**src/rtl/fpu_pkg.sv**
```systemverilog
// Shared float-format constants, status bit positions and the converter state type.
// Used by both the integer-to-float encoder and the downstream adder.
package fpu_pkg;

   localparam int BIAS   = 31;
   localparam int EXP_W  = 6;
   localparam int MANT_W = 25;

   localparam int ST_ZERO    = 0;
   localparam int ST_INEXACT = 1;
   localparam int ST_NEG     = 2;

   typedef enum logic [1:0] {
      IDLE,
      NORM,
      PACK
   } conv_state_t;

endpackage

```
**src/rtl/fp_from_int.sv**
```systemverilog
// Serial integer-to-float encoder: sign/magnitude split, one-bit-per-cycle normalisation, pack.
// Define FP_ROUND_NEAREST_EN to round to nearest-even in PACK instead of truncating.
import fpu_pkg::*;

module fp_from_int #(
   parameter int INT_W = 32
) (
   input  logic             clock,
   input  logic             reset,
   input  logic             start,
   input  logic [INT_W-1:0] int_in,
   output logic             busy,
   output logic             done,
   output logic [31:0]      data_out,
   output logic [3:0]       status_out
);

   conv_state_t      r_state;
   conv_state_t      w_nextState;
   logic [INT_W-1:0] r_mag;
   logic [EXP_W-1:0] r_expCnt;
   logic             r_sign;

   logic             w_load;
   logic             w_shift;
   logic             w_pack;
   logic             w_isZero;
   logic             w_normDone;
   logic [INT_W-1:0] w_absIn;

   logic [INT_W+25:0]  w_fracExt;
   logic [MANT_W-1:0]  w_mantTrunc;
   logic [MANT_W-1:0]  w_mant;
   logic [EXP_W-1:0]   w_expField;
   logic [EXP_W-1:0]   w_expOut;
   logic               w_guard;
   logic               w_sticky;
   logic [31:0]        w_packed;
   logic [3:0]         w_status;

   assign w_isZero   = (r_mag == '0);
   assign w_normDone = w_isZero | r_mag[INT_W-1];
   assign w_absIn    = int_in[INT_W-1] ? -int_in : int_in;

   always_ff @(posedge clock) begin
      if (reset) r_state <= IDLE;
      else       r_state <= w_nextState;
   end

   always_comb begin
      w_nextState = r_state;
      case (r_state)
         IDLE:    if (start) w_nextState = NORM;
         NORM:    if (w_normDone) w_nextState = PACK;
         PACK:    w_nextState = IDLE;
         default: w_nextState = IDLE;
      endcase
   end

   always_comb begin
      busy    = (r_state != IDLE);
      w_load  = (r_state == IDLE) && start;
      w_shift = (r_state == NORM) && !w_normDone;
      w_pack  = (r_state == PACK);
   end

   // Fraction below the hidden one, left-aligned with two spare zero bits so guard
   // and sticky exist even when the fraction is narrower than the mantissa.
   assign w_fracExt   = {r_mag[INT_W-2:0], 27'b0};
   assign w_mantTrunc = w_fracExt[INT_W+25 -: MANT_W];
   assign w_guard     = w_fracExt[INT_W];
   assign w_sticky    = |w_fracExt[INT_W-1:0];
   assign w_expField  = r_expCnt + EXP_W'(BIAS);

`ifdef FP_ROUND_NEAREST_EN
   logic              w_roundUp;
   logic [MANT_W:0]   w_mantSum;

   assign w_roundUp = w_guard & (w_sticky | w_mantTrunc[0]);
   assign w_mantSum = {1'b0, w_mantTrunc} + (MANT_W+1)'(w_roundUp);
   assign w_mant    = w_mantSum[MANT_W-1:0];
   assign w_expOut  = w_expField + EXP_W'(w_mantSum[MANT_W]);
`else
   assign w_mant    = w_mantTrunc;
   assign w_expOut  = w_expField;
`endif

   always_comb begin
      w_status              = '0;
      w_status[ST_ZERO]     = w_isZero;
      w_status[ST_INEXACT]  = !w_isZero && (w_guard || w_sticky);
      w_status[ST_NEG]      = !w_isZero && r_sign;
      w_packed              = w_isZero ? 32'h0 : {r_sign, w_expOut, w_mant};
   end

   always_ff @(posedge clock) begin
      if (reset) begin
         r_mag      <= '0;
         r_expCnt   <= '0;
         r_sign     <= 1'b0;
         data_out   <= '0;
         status_out <= '0;
         done       <= 1'b0;
      end else begin
         done <= 1'b0;
         if (w_load) begin
            r_sign   <= int_in[INT_W-1];
            r_mag    <= w_absIn;
            r_expCnt <= EXP_W'(INT_W-1);
         end else if (w_shift) begin
            r_mag    <= {r_mag[INT_W-2:0], 1'b0};
            r_expCnt <= r_expCnt - EXP_W'(1);
         end
         if (w_pack) begin
            data_out   <= w_packed;
            status_out <= w_status;
            done       <= 1'b1;
         end
      end
   end

endmodule
```
**config.mk**
```make
export PLATFORM = sky130hd
export DESIGN_NAME = fp_from_int
export DESIGN_NICKNAME = d
export VERILOG_FILES = /design/src/rtl/fpu_pkg.sv /design/src/rtl/fp_from_int.sv
export SDC_FILE = /design/constraint.sdc
export NUM_CORES = 1
export LEC_CHECK = 0
export CORE_MARGIN = 4
export CORE_UTILIZATION = 56
export CTS_CLUSTER_SIZE = 16
export DETAILED_ROUTE_END_ITERATION = 10
export GPL_ROUTABILITY_DRIVEN = 0
export PLACE_DENSITY = 0.83
export SYNTH_ARGS = -nofsm -noshare
export SYNTH_HDL_FRONTEND = slang
export SYNTH_SLANG_ARGS = --single-unit
export TNS_END_PERCENT = 10
```
**constraint.sdc**
```tcl
create_clock -name clock -period 4.7 [get_ports clock]
set_input_delay 1.175 -clock clock [delete_from_list [all_inputs] [get_ports clock]]
set_output_delay 1.175 -clock clock [all_outputs]
set_load 0.02 [all_outputs]
```
==> run_results.csv <==
group,metric,value,unit
pwr,ir_drop,194,uV
timing,slew_violations,0,
pwr,p_switching,430,uW
finish,area_growth,25.0,%
worst_setup_path,path_max_fanout,11,
place,dpl.hpwl,6840,microns
synth,synth_cell_type_count,51,
timing,post-route-period-util,71.8,%
synth,synth.top_cell.area_share,39.6,%
clocking,cts.sinks,76,
worst_setup_path,worstPathArrival,3.56,ns
die,core,6490,sq um
finish,finish.net_count,538,
finish,drive_above_1_share,8.30,%
clocking,clk_latency,0.34,ns
clocking,path_clk_slew,0.07,ns
worst_setup_path,crit_path_start_kind,"input pin",
timing,fin_tns_setup,0,ns
timing,layout_min_cycle_time,3.37,ns
synth,synth_area,3840,sq um
timing,max_slew.worst_pin.slew,0.795,ns
run,drv_cap,0,
die,io_pins,73,
route,initialDrtViolationCount,243,
run_status,status,"completed",
synth,seq_area_frac_synth,39.6,%
route,antenna_left,0,
clocking,cts_root_buf,"clkbuf_8",
pwr,pwr-share-comb,17.6,%
route,firstDrtPassIters,5,
global_routing,antenna_found_initial,0,
route,via_per_inst,6.19,
synth,synthArstFlopShare,0,%
timing,maxSlewHeadroom,47.0,%
die,rows,29,
global_routing,grt_max_degree,50,
synth,ys.flop_type,"dfxtp_1",
clocking,post-cts-setup-buffers,0,
place,dp_slack,1.03,ns
global_routing,grt_pass1_wl,15200,microns
global_routing,grt_pass1_vias,3087,
hold_path,min_path_type,"reg2reg",
synth,syn_nets,484,
timing,rsz0062_at_grt,"no",
worst_setup_path,worstPathRequired,4.89,ns
worst_setup_path,worstSetupPathType,"in2reg",
clocking,h-tree-depth,3,
synth,synth-seq-cells,76,
global_routing,grtUsageTotal,22.5,%
pwr,seq_power_share,45.5,%
finish,diodes,0,
synth,yosysTopAreaCell,"dfxtp_1",
synth,synth-edff-count,0,
die,fp.dieH,90.8,microns
timing,hold_viol,0,
pwr,swShare,27.0,%
timing,worst_slack,1.33,ns
synth,synth_area_leaders,"dfxtp_1 40%, nor2_1 6.7%, a22oi_1 6.3%",
finish,fillers,493,
route,drc,0,
timing,final-setup-viol-count,0,
synth,synth_area_per_cell,8.58,sq um
global_routing,grt_overflow,0,
clocking,cts_hold_buf,0,
route,vias,3609,
clocking,cts_tree,"done",
route,wirelength,9590,microns
clocking,numCtsBuffers,9,
pwr,internal_power,1.16,mW
clocking,cts_resized,0,
timing,worst_clock_skew,0.00728,ns
die,die_w,90.8,microns
die,fp.dieArea,8240,sq um
synth,synthesis.instances,447,
route,wl_per_cell,16.4,microns
synth,synth_warnings,0,
clocking,cts_buffer_depth,2,
die,start_util,59.1,%
worst_setup_path,crit_path_end_kind,"flop",
place,port_buffers,71,
timing,max_freq,296,MHz
pwr,p_clk_share,36.9,%
pwr,leakagePower,1.77,nW
pwr,pwr_density_cell,331,nW/um^2
critical path: stages:
cell and delay, ns:
clkdlybuf4s50_1 0.48, nor4_1 0.57, nand4_1 0.54, o31ai_1 0.41, xor2_1 0.27, a211oi_1 0.11
cells in the final DEF, fill, tap and decap left out, drive strengths merged, types with 12 or more instances in the layout:
cell type,Yosys,routed
nor2,69,69
a211oi,12,12
nor3,24,24
a22oi,32,32
dfxtp,76,76
mux2i,14,14
clkdlybuf4s50,0,70
xor2,20,20
nor4,23,23
nand2,12,12
flip-flops by register name, summed over array words and instances, names as in the netlist:
name	cells
data_out	32
r_mag	32
r_expCnt	6
r_state	2
status_out	2
done	1
r_sign	1
synthesized netlist by cell type (all sizes together), types with 3 or more instances:
library cell	number
a21oi	7
inv	10
xor2	20
o41ai	7
nor3b	6
mux2i	14
dfxtp	76
nor4	23
or3	8
nand2b	4
o31ai	10
buf	13
nand3	5
o211ai	3
nor2	69
clkbuf	24
a31oi	4
o21ai	11
nand2	12
nor3	24
nand4b	4
a22oi	32
a211oi	12
or4	8
xnor2	11
or2	8
final timing paths:
kind	from	cells past startpoint	to	slack [ns]
worst max-delay path	int_in[12]	6	r_mag[15]	1.33
worst min-delay path	r_sign	2	r_sign	0.50
worst max register to register	r_mag[2]	6	r_mag[28]	1.77
worst min register to register	r_sign	2	r_sign	0.50
layout make-up:
type	count	area [sq um]	area share, %
sequential	76	1520	31.7
clock buffer	10	128	2.66
multi-input combinational	324	2130	44.4
timing repair buffer	80	773	16.1
tap	77	96.3	2.01
clock inverter	6	113	2.35
inverter	10	37.5	0.783
kinds of logic after synthesis:
| kind of cell | after synthesis | share of synthesized area (%) |
|---|---|---|
| other | 1 | 0.0977 |
| XOR/XNOR | 31 | 7.08 |
| flip-flops | 76 | 39.6 |
| buffers and inverters | 47 | 5.51 |
| AND/OR/NAND/NOR | 180 | 24.4 |
| multiplexers | 14 | 3.65 |
| AO/OA/AOI/OAI | 96 | 19.0 |
| adder cells (fa/ha/maj) | 2 | 0.652 |
routing by layer:
metal	share of wire (%)	routed length, microns	GRT usage (%)	vias to the layer above
li1	-	-	-	1752
met1	44	4230	30.7	1681
met2	47	4520	35.9	163
met3	7.6	726	3.42	13
met4	1.1	109	8.67	0
met5	0	0	0	-
metrics by stage:
step | hold WS, ns | power [mW] | std cells | instance area [sq um] | utilization [%]
after floorplan | 0.436 | 0.916 | 447 | 3840 | -
after global placement | 0.472 | 1.00 | 567 | 4560 | 70.1
after detailed placement | 0.486 | 1.01 | 567 | 4560 | 70.1
after CTS | 0.496 | 1.59 | 583 | 4800 | 73.8
after global routing | 0.504 | 1.66 | 583 | 4800 | 73.8
final | 0.498 | 1.59 | 583 | 4800 | 73.8
power by group through the flow:
stage               clock [mW]  combinational [mW]  sequential, mW
floorplan                    0               0.191           0.724
global route             0.627               0.306           0.728
detailed placement           0               0.275           0.737
finish                   0.587               0.279           0.723
CTS                      0.594               0.277           0.722
global placement             0               0.267           0.736
Note: power is estimated with default switching activity, not from simulation.
